`config.mk`:
```
export PLATFORM = sky130hd
export DESIGN_NAME = lru_age_matrix
export DESIGN_NICKNAME = d
export VERILOG_FILES = /design/src/rtl/lru_pkg.sv /design/src/rtl/lru_victim_sel.sv /design/src/rtl/lru_age_matrix.sv
export SDC_FILE = /design/constraint.sdc
export NUM_CORES = 1
export LEC_CHECK = 0
export BUFFER_PORTS_ARGS = -buffer_cell sky130_fd_sc_hd__buf_4
export CAP_MARGIN = 40
export CORE_MARGIN = 3
export CORE_UTILIZATION = 28
export CTS_CLUSTER_SIZE = 24
export DETAILED_ROUTE_END_ITERATION = 16
export SYNTH_ARGS = -nofsm -noshare
export SYNTH_HDL_FRONTEND = slang
export SYNTH_SLANG_ARGS = --single-unit
```
`constraint.sdc`:
```
create_clock -name clk -period 2.2 [get_ports clk]
set_clock_uncertainty 0.15 [all_clocks]
set_input_delay 0 -clock clk [delete_from_list [all_inputs] [get_ports clk]]
set_output_delay 0 -clock clk [all_outputs]
set_load 0.02 [all_outputs]
```
`src/rtl/lru_pkg.sv`:
```
// Shared definitions for the age-matrix LRU tracker.
// The optional lock feature in the tracker is enabled with LRU_LOCK_EN.
package lru_pkg;

  localparam int LRU_MAX_WAYS = 32;

  typedef enum logic [1:0] {LRU_TOUCH, LRU_ALLOC, LRU_INVAL} lru_evt_e;

  // Flat position of age bit "way i older than way j" (i > j) in the
  // packed lower-triangular matrix.
  function automatic int tri_idx(input int i, input int j);
    return (i * (i - 1)) / 2 + j;
  endfunction

endpackage

```
`src/rtl/lru_victim_sel.sv`:
```
// Combinational victim picker: lowest eligible invalid way first, otherwise
// the eligible way older than every other eligible way. Locked ways are
// never eligible (lock is tied low when LRU_LOCK_EN is not defined).
import lru_pkg::*;

module lru_victim_sel #(
  parameter  int WAYS  = 8,
  localparam int IDX_W = $clog2(WAYS),
  localparam int NB    = WAYS * (WAYS - 1) / 2
) (
  input  logic [NB-1:0]    older,
  input  logic [WAYS-1:0]  valid,
  input  logic [WAYS-1:0]  lock,
  output logic [WAYS-1:0]  victim_oh,
  output logic [IDX_W-1:0] victim_idx,
  output logic             victim_ok
);

  logic             age [WAYS][WAYS];
  logic [WAYS-1:0]  elig, cand, inv_oh, old_oh;

  // Expand the triangle into a full relation: age[i][j] = way i older than j.
  for (genvar gi = 0; gi < WAYS; gi++) begin : g_row
    for (genvar gj = 0; gj < WAYS; gj++) begin : g_col
      if (gi > gj) begin : g_lo
        assign age[gi][gj] = older[tri_idx(gi, gj)];
      end else if (gi < gj) begin : g_hi
        assign age[gi][gj] = ~older[tri_idx(gj, gi)];
      end else begin : g_diag
        assign age[gi][gj] = 1'b1;
      end
    end
  end

  assign elig = ~lock;
  assign cand = ~valid & elig;

  // Priority-encode the lowest eligible invalid way.
  always_comb begin
    logic found;
    found  = 1'b0;
    inv_oh = '0;
    for (int i = 0; i < WAYS; i++) begin
      if (cand[i] && !found) begin
        inv_oh[i] = 1'b1;
        found     = 1'b1;
      end
    end
  end

  // Oldest eligible way: older than every other eligible way.
  always_comb begin
    old_oh = '0;
    for (int i = 0; i < WAYS; i++) begin
      old_oh[i] = elig[i];
      for (int j = 0; j < WAYS; j++) begin
        if (j != i && elig[j] && !age[i][j]) old_oh[i] = 1'b0;
      end
    end
  end

  assign victim_oh = (|cand) ? inv_oh : old_oh;
  assign victim_ok = |elig;

  // One-hot to index.
  always_comb begin
    victim_idx = '0;
    for (int i = 0; i < WAYS; i++) begin
      if (victim_oh[i]) victim_idx = victim_idx | IDX_W'(i);
    end
  end

endmodule

```
`src/rtl/lru_age_matrix.sv`:
```
// True-LRU tracker: triangular age matrix plus valid mask, with touch,
// allocate and invalidate events applied in order inval, alloc, touch.
// Define LRU_LOCK_EN to add the lock_mask port that excludes ways from
// victim selection.
import lru_pkg::*;

module lru_age_matrix #(
  parameter  int WAYS  = 8,
  localparam int IDX_W = $clog2(WAYS)
) (
  input  logic             clk,
  input  logic             reset,
  input  logic             touch_en,
  input  logic [IDX_W-1:0] touch_idx,
  input  logic             alloc_en,
  input  logic             inval_en,
  input  logic [IDX_W-1:0] inval_idx,
`ifdef LRU_LOCK_EN
  input  logic [WAYS-1:0]  lock_mask,
`endif
  output logic [IDX_W-1:0] victim_idx,
  output logic [WAYS-1:0]  victim_oh,
  output logic             victim_ok,
  output logic [WAYS-1:0]  valid_mask,
  output logic             full
);

  localparam int NB = WAYS * (WAYS - 1) / 2;

  logic [NB-1:0]   older_q, older_d;
  logic [WAYS-1:0] valid_q, valid_d, lock;
  logic            a_go, t_go, i_go;

`ifdef LRU_LOCK_EN
  assign lock = lock_mask;
`else
  assign lock = '0;
`endif

  lru_victim_sel #(.WAYS(WAYS)) u_sel (
    .older      (older_q),
    .valid      (valid_q),
    .lock       (lock),
    .victim_oh  (victim_oh),
    .victim_idx (victim_idx),
    .victim_ok  (victim_ok)
  );

  // Out-of-range indices (non-power-of-2 WAYS) drop the event.
  assign a_go = alloc_en & victim_ok;
  assign t_go = touch_en & ({1'b0, touch_idx} < (IDX_W + 1)'(WAYS));
  assign i_go = inval_en & ({1'b0, inval_idx} < (IDX_W + 1)'(WAYS));

  // Age bit (i,j): alloc promote first, then touch promote on top, so a
  // touched way always ends MRU. Same-way alloc+touch collapses to one.
  for (genvar gi = 1; gi < WAYS; gi++) begin : g_ai
    for (genvar gj = 0; gj < gi; gj++) begin : g_aj
      localparam int B = tri_idx(gi, gj);
      logic after_a;
      assign after_a = (a_go && victim_idx == IDX_W'(gi)) ? 1'b0 :
                       (a_go && victim_idx == IDX_W'(gj)) ? 1'b1 : older_q[B];
      assign older_d[B] = (t_go && touch_idx == IDX_W'(gi)) ? 1'b0 :
                          (t_go && touch_idx == IDX_W'(gj)) ? 1'b1 : after_a;
    end
  end

  // Valid: invalidate, then allocate (alloc wins on the same way).
  for (genvar g = 0; g < WAYS; g++) begin : g_v
    assign valid_d[g] = (a_go && victim_oh[g]) ? 1'b1 :
                        (i_go && inval_idx == IDX_W'(g)) ? 1'b0 : valid_q[g];
  end

  // State flops; reset orders way WAYS-1 oldest down to way 0 newest.
  always_ff @(posedge clk or posedge reset) begin
    if (reset) begin
      older_q <= '1;
      valid_q <= '0;
    end else begin
      older_q <= older_d;
      valid_q <= valid_d;
    end
  end

  assign valid_mask = valid_q;
  assign full       = &valid_q;

endmodule

```
After elaboration in Yosys (flattened, before gate mapping)
Cells that the tools add are included.
{ "word_totals": {"regBits": 36, "inputBits": 11, "output_inout_bits": 21, "elab_cells": 330} }
{ "classes": {"n_eq_ne": 21, "n_mux": 185, "bitwise_logic": 1, "n_reduce_logical": 87} }
{ "ops": {"columns": ["operator", "n"], "rows": [
  ["$mux 1", 178],
  ["$reduce_bool 4->1", 28],
  ["$logic_and 1x1->1", 39],
  ["$eq 3x3->1 const B", 12],
  ["$eq 3x2->1 const B", 6],
  ["$reduce_bool 2->1", 8],
  ["$mux 3", 4],
  ["$eq 3x1->1 const B", 3],
  ["$logic_not 3->1", 3],
  ["$mux 8", 1],
  ["$not 8->8", 1],
  ["$reduce_and 8->1", 1],
  ["$reduce_or 8->1", 1],
  ["$logic_not 1->1", 7],
  ["$mux 2", 2]
]} }

Depth between registers and ports, before layout
{ "logic_depth": {"word_depth": 37, "ltp_mapped": 7} }

Modules after synthesis
Synthesis repeated with hierarchy kept, for this count alone.
{ "unflattened": {"cells_unflattened": 242, "area_unflattened_um2": 2225.9} }
{ "by_module_without_submodules": {"columns": ["module", "instances", "cells_per_inst", "area_each_um2"], "rows": [
  ["lru_age_matrix", 1, 160, 1666.6],
  ["lru_victim_sel", 1, 82, 559.3]
]} }

Worst setup path after synthesis
Ideal clock, no wire load.
{ "synth_path": {"path_kind": "register -> register", "start": "register valid_q[3] (netlist: valid_mask[3])", "end": "register older_q[2]", "arrival_ns": 1.662, "required_ns": 1.970, "slack_ns": 0.307, "stages_incl_launch_ff": 6, "path_buffers": 0, "period_less_slack_ns": 1.893, "path_cell_list": "dfrtp_1 and3_4 nand4_1 a21oi_2 nand2_1 o221a_2"} }
{ "synth_between": {"elab_cells_between_ends": 36, "cone_classes": "eq/ne: 2; mux: 20; bitwise: 1; reduce/logical: 13"} }
{ "synth_lines": {"columns": ["item", "line", "rtl"], "rows": [
  ["start, declared", "lru_age_matrix.sv:31", "logic [WAYS-1:0] valid_q, valid_d, lock;"],
  ["start signal, assigned", "lru_age_matrix.sv:80", "valid_q <= valid_d;"],
  ["$not 8->8 *", "lru_victim_sel.sv:36", "assign cand = ~valid & elig;"],
  ["$reduce_or 8->1 *", "lru_victim_sel.sv:62", "assign victim_oh = (|cand) ? inv_oh : old_oh;"],
  ["$mux 8 *", "lru_victim_sel.sv:62", null],
  ["named net victim_oh[2]", "lru_age_matrix.sv:22", "output logic [WAYS-1:0] victim_oh,"],
  ["$mux 2 * (2 in series)", "lru_victim_sel.sv:69", "if (victim_oh[i]) victim_idx = victim_idx | IDX_W'(i);"],
  ["$mux 3 * (4 in series)", "lru_victim_sel.sv:69", null],
  ["$eq 3x2->1", "lru_age_matrix.sv:60", "assign after_a = (a_go && victim_idx == IDX_W'(gi)) ? 1'b0 :"],
  ["$logic_and 1x1->1", "lru_age_matrix.sv:60", null],
  ["$mux 1", "lru_age_matrix.sv:60", null],
  ["$mux 1", "lru_age_matrix.sv:63", "(t_go && touch_idx == IDX_W'(gj)) ? 1'b1 : after_a;"],
  ["$mux 1", "lru_age_matrix.sv:62", "assign older_d[B] = (t_go && touch_idx == IDX_W'(gi)) ? 1'b0 :"],
  ["end signal, assigned", "lru_age_matrix.sv:79", "older_q <= older_d;"],
  ["end, declared", "lru_age_matrix.sv:30", "logic [NB-1:0] older_q, older_d;"]
]} }
The timed path passes the listed nets; every way through them passes the cells marked *.
A chain may end at the register's enable or synchronous reset.

Final worst setup path
{ "layout_path": {"start": "register older_q[9]", "end": "output port victim_idx[1]"} }
{ "layout_between": {"elab_chain_len": 10} }
{ "layout_rtl": {"columns": ["item", "line", "rtl"], "rows": [
  ["$mux 1 (4 in series)", "lru_victim_sel.sv:57", "if (j != i && elig[j] && !age[i][j]) old_oh[i] = 1'b0;"],
  ["$mux 8", "lru_victim_sel.sv:62", null],
  ["$mux 2", "lru_victim_sel.sv:69", null],
  ["$mux 3 (4 in series)", "lru_victim_sel.sv:69", null],
  ["end, declared", "lru_age_matrix.sv:21", "output logic [IDX_W-1:0] victim_idx,"]
]} }
No other way between the ends.

==> metrics.txt <==
status=complete, no violations; synthesized area=around 0.0019 mm2; Critical path buffers and inverters=1; IO Count=32; worst-path cell chain=and4bb_2, nand4_2, a21oi_2, or3_2, buf_4; First-pass DRT Iterations=5; CTS tree=done; fillcell total=between 600 and 700; Rel. slew slack=47.96%; vias in the first global route=between 1500 and 2000; clk buf depth=2; placed wire-length estimate=~4.7 mm; detailed-route via count=roughly 1900; Fin. Hold Viols=0; Routed WL per cell=between 15 and 20 um; Seq/Total Area, Yosys=48.83%; Slew @ Worst Pin=between 0.7 and 0.8 ns; Max stage delay cell, worst path=dfstp_2; Skew-Pair Late Insertion Delay=0.29 ns; die height=88.74 um; maximum VDD drop=562.4 uV; Pwr Density=1471 mW/mm2; Fmax=471.0 MHz; PortBufs=30; CTS Buf Count=5; CP Max Fanout=5; Final Util=between 30% and 40%; Sw Ratio=between 30% and 40%; Net Count, Synth=between 200 and 250; level count of the clock H-tree=2; clock root buffer=clkbuf_8; clock share of power=between 20 and 25%; share of post-route cells with drive strength above 1=between 30% and 40%; WL final=between 6 and 7 mm; Comb pwr share=~39%; initial antenna violation count=0; FP Rows=29; first-pass GRT wire length=roughly 9.5 mm; CP delay by family, top=simple AND/OR/NAND/NOR gates; placeable core area=0.006495 mm2; Yosys cell types=45; final setup vio count=0; largest net degree at the start of global routing=21; kind of critical path=reg2out; RSZ-0062 raised after global routing=true; ANT cells=0; yosys warns=0; FF+latch count, synth=36; DRT iter0 DRCs=roughly 150; post-DR vias/cell=around 5.5; Detail Route Antenna Nets=0; cell count after synthesis=approximately 220; Psw=approximately 1.4 mW; clock-pin slew on the worst setup and hold paths=around 0.08 ns; Tcrit/Tclk final=between 90% and 100%; Hold Crit Class=in2async; CP peak stage delay=0.54 ns; Internal Power=between 2 and 2.5 mW; worst path required time=roughly 2.1 ns; post-route minimum period=around 2.1 ns; Synth Area per Inst=8.874 um2; die footprint=0.007875 mm2; total power=around 3.8 mW; Die W=between 80 and 90 um; setup bufs post-CTS=0; Leak Pwr=between 1 and 1.5 nW; Flop pwr share=approximately two fifths; Max Cap Viol=0; total gr overflow=0; CP Capture Type=primary output; area grow syn2layout=33.22%; Initial Util=29.51%; CP Launch Type=flop; nets=278; DRC viols=0; global placement routability congestion=approximately 0.9; gr usage total=15.99%; WP data arrival=~2.0 ns; max-slew violation count=0; Clock Sink Count=36
==> worst paths after layout <==
path | from | end | slack [ns] | depth (start not counted)
worst max-delay path | older_q[9] | victim_idx[1] | 0.08 | 5
worst min-delay path | reset | valid_mask[0] | 0.26 | 3
worst max register to register | older_q[5] | older_q[5] | 0.12 | 6
worst min register to register | older_q[7] | older_q[7] | 0.35 | 2
max in group asynchronous | reset | older_q[12] | 0.93 | 4
min in group clk | touch_idx[1] | older_q[5] | 0.33 | 3
==> cell type report <==
type | count | area (um2) | area share (%)
multi-input cells | 170 | 949.7 | 37.19
clock buffers | 6 | 93.84 | 3.675
repair buffers | 48 | 395.4 | 15.48
well taps | 77 | 96.34 | 3.773
flip-flops and latches | 36 | 935.9 | 36.65
clock inverters | 2 | 60.06 | 2.352
inverters | 6 | 22.52 | 0.8819
==> synthesized netlist by cell type <==
cell type	instances	area (um2)
o21ai_1	1	5.000
o31a_1	1	8.760
inv_1	5	18.77
and2_2	1	7.510
o31ai_1	1	7.510
a21oi_2	3	26.28
or3_2	1	7.510
nor4b_1	1	8.760
dfrtp_1	8	200.2
buf_4	1	7.510
clkbuf_1	2	7.510
nand2_1	38	142.6
nand3_2	1	10.01
buf_2	1	5.000
o21ai_0	19	95.09
nand4b_1	2	17.52
and4b_1	1	10.01
o21a_1	2	15.01
conb_1	1	3.750
and2_4	1	8.760
a31oi_1	4	25.02
nand4_2	1	12.51
and3_4	2	22.52
o221a_2	1	11.26
o41ai_2	1	16.27
nor3b_1	2	15.01
dfstp_2	28	735.7
a21oi_1	18	90.09
a21boi_0	1	7.510
nand2_2	1	6.260
nor2_1	23	86.33
and4bb_2	2	25.02
nand4_1	6	37.54
nand3_1	7	35.03
nor3_1	7	35.03
o211ai_1	1	7.510
nand2b_1	6	37.54
nor2b_1	3	18.77
and2_1	3	18.77
o22ai_2	1	12.51
a22oi_1	2	15.01
nor4_1	1	6.260
a211oi_1	1	7.510
or2b_1	2	15.01
clkinv_1	1	3.750
==> worst min-delay path, cell delays in order <==
cell           delay [ns]
dlygate4sd3_1        0.53
buf_4                0.13
inv_1                0.56
==> layer usage <==
metal	vias to the layer above	part of all wire [%]	GRT usage, %
li1	865	-	-
met3	12	8.6	4.376
met1	929	46	21.69
met4	0	2.0	5.632
met2	89	44	24.43
met5	-	0	0
==> power by group through the flow <==
stage	Combinational, mW	Clock, mW	Sequential [mW]
6_report	1.48	0.767	1.51
5_1_grt	1.61	0.819	1.54
4_1_cts	1.46	0.781	1.50
3_5_place_dp	1.41	0	1.51
3_3_place_gp	1.39	0	1.50
2_1_floorplan	0.855	0	1.45
==> state kept, by name (all words and copies together), names as in the netlist <==
register and cells:
valid_mask 8, older_q 28
==> cells in the final DEF (no fill, tap or decap), types with 2 or more instances in the layout <==
| cell | count |
|---|---|
| a21oi_1 | 18 |
| a21oi_2 | 3 |
| a22oi_1 | 2 |
| a31oi_1 | 4 |
| and2_1 | 3 |
| and3_4 | 2 |
| and4bb_2 | 2 |
| buf_4 | 34 |
| bufinv_16 | 2 |
| clkbuf_8 | 5 |
| dfrtp_1 | 8 |
| dfstp_2 | 28 |
| dlygate4sd3_1 | 14 |
| inv_1 | 5 |
| nand2_1 | 38 |
| nand2b_1 | 6 |
| nand3_1 | 7 |
| nand4_1 | 6 |
| nand4b_1 | 2 |
| nor2_1 | 23 |
| nor2b_1 | 3 |
| nor3_1 | 6 |
| nor3b_1 | 2 |
| o21a_1 | 2 |
| o21ai_0 | 18 |
| o21ai_1 | 2 |
| or2b_1 | 2 |
==> metrics by stage <==
step                std cells  setup WS [ns]  instance area, um2   TNS, ns  hold slack, ns
floorplan                 216         0.3073                1917         0        -0.01257
global placement          323         0.1231                2248         0         0.03380
detailed placement        323        0.09907                2248         0         0.04303
CTS                       345        0.07048                2547         0          0.2847
global route              345       -0.01718                2554  -0.01718          0.3414
finish                    345        0.07675                2554         0          0.2647
==> repair_timing <==
item | CTS | global route
resized for setup | 1 | 3
endpoints found under the hold margin | 31 | 0
hold buffers | 14 | 0
pin swaps | 0 | 0
setup endpoints to repair | 1 | 2
==> cell families (layout without fill, tap and decap cells) <==
kind of cell / after synthesis / after routing / synth area share [%]
DFF: 36 / 36 / 48.83
buffers and inverters: 10 / 62 / 2.219
other: 1 / 1 / 0.1956
AOI/OAI and AO/OA: 57 / 57 / 18.28
and+or+nand+nor: 112 / 112 / 30.48
Power figures use the tool's default switching activity.
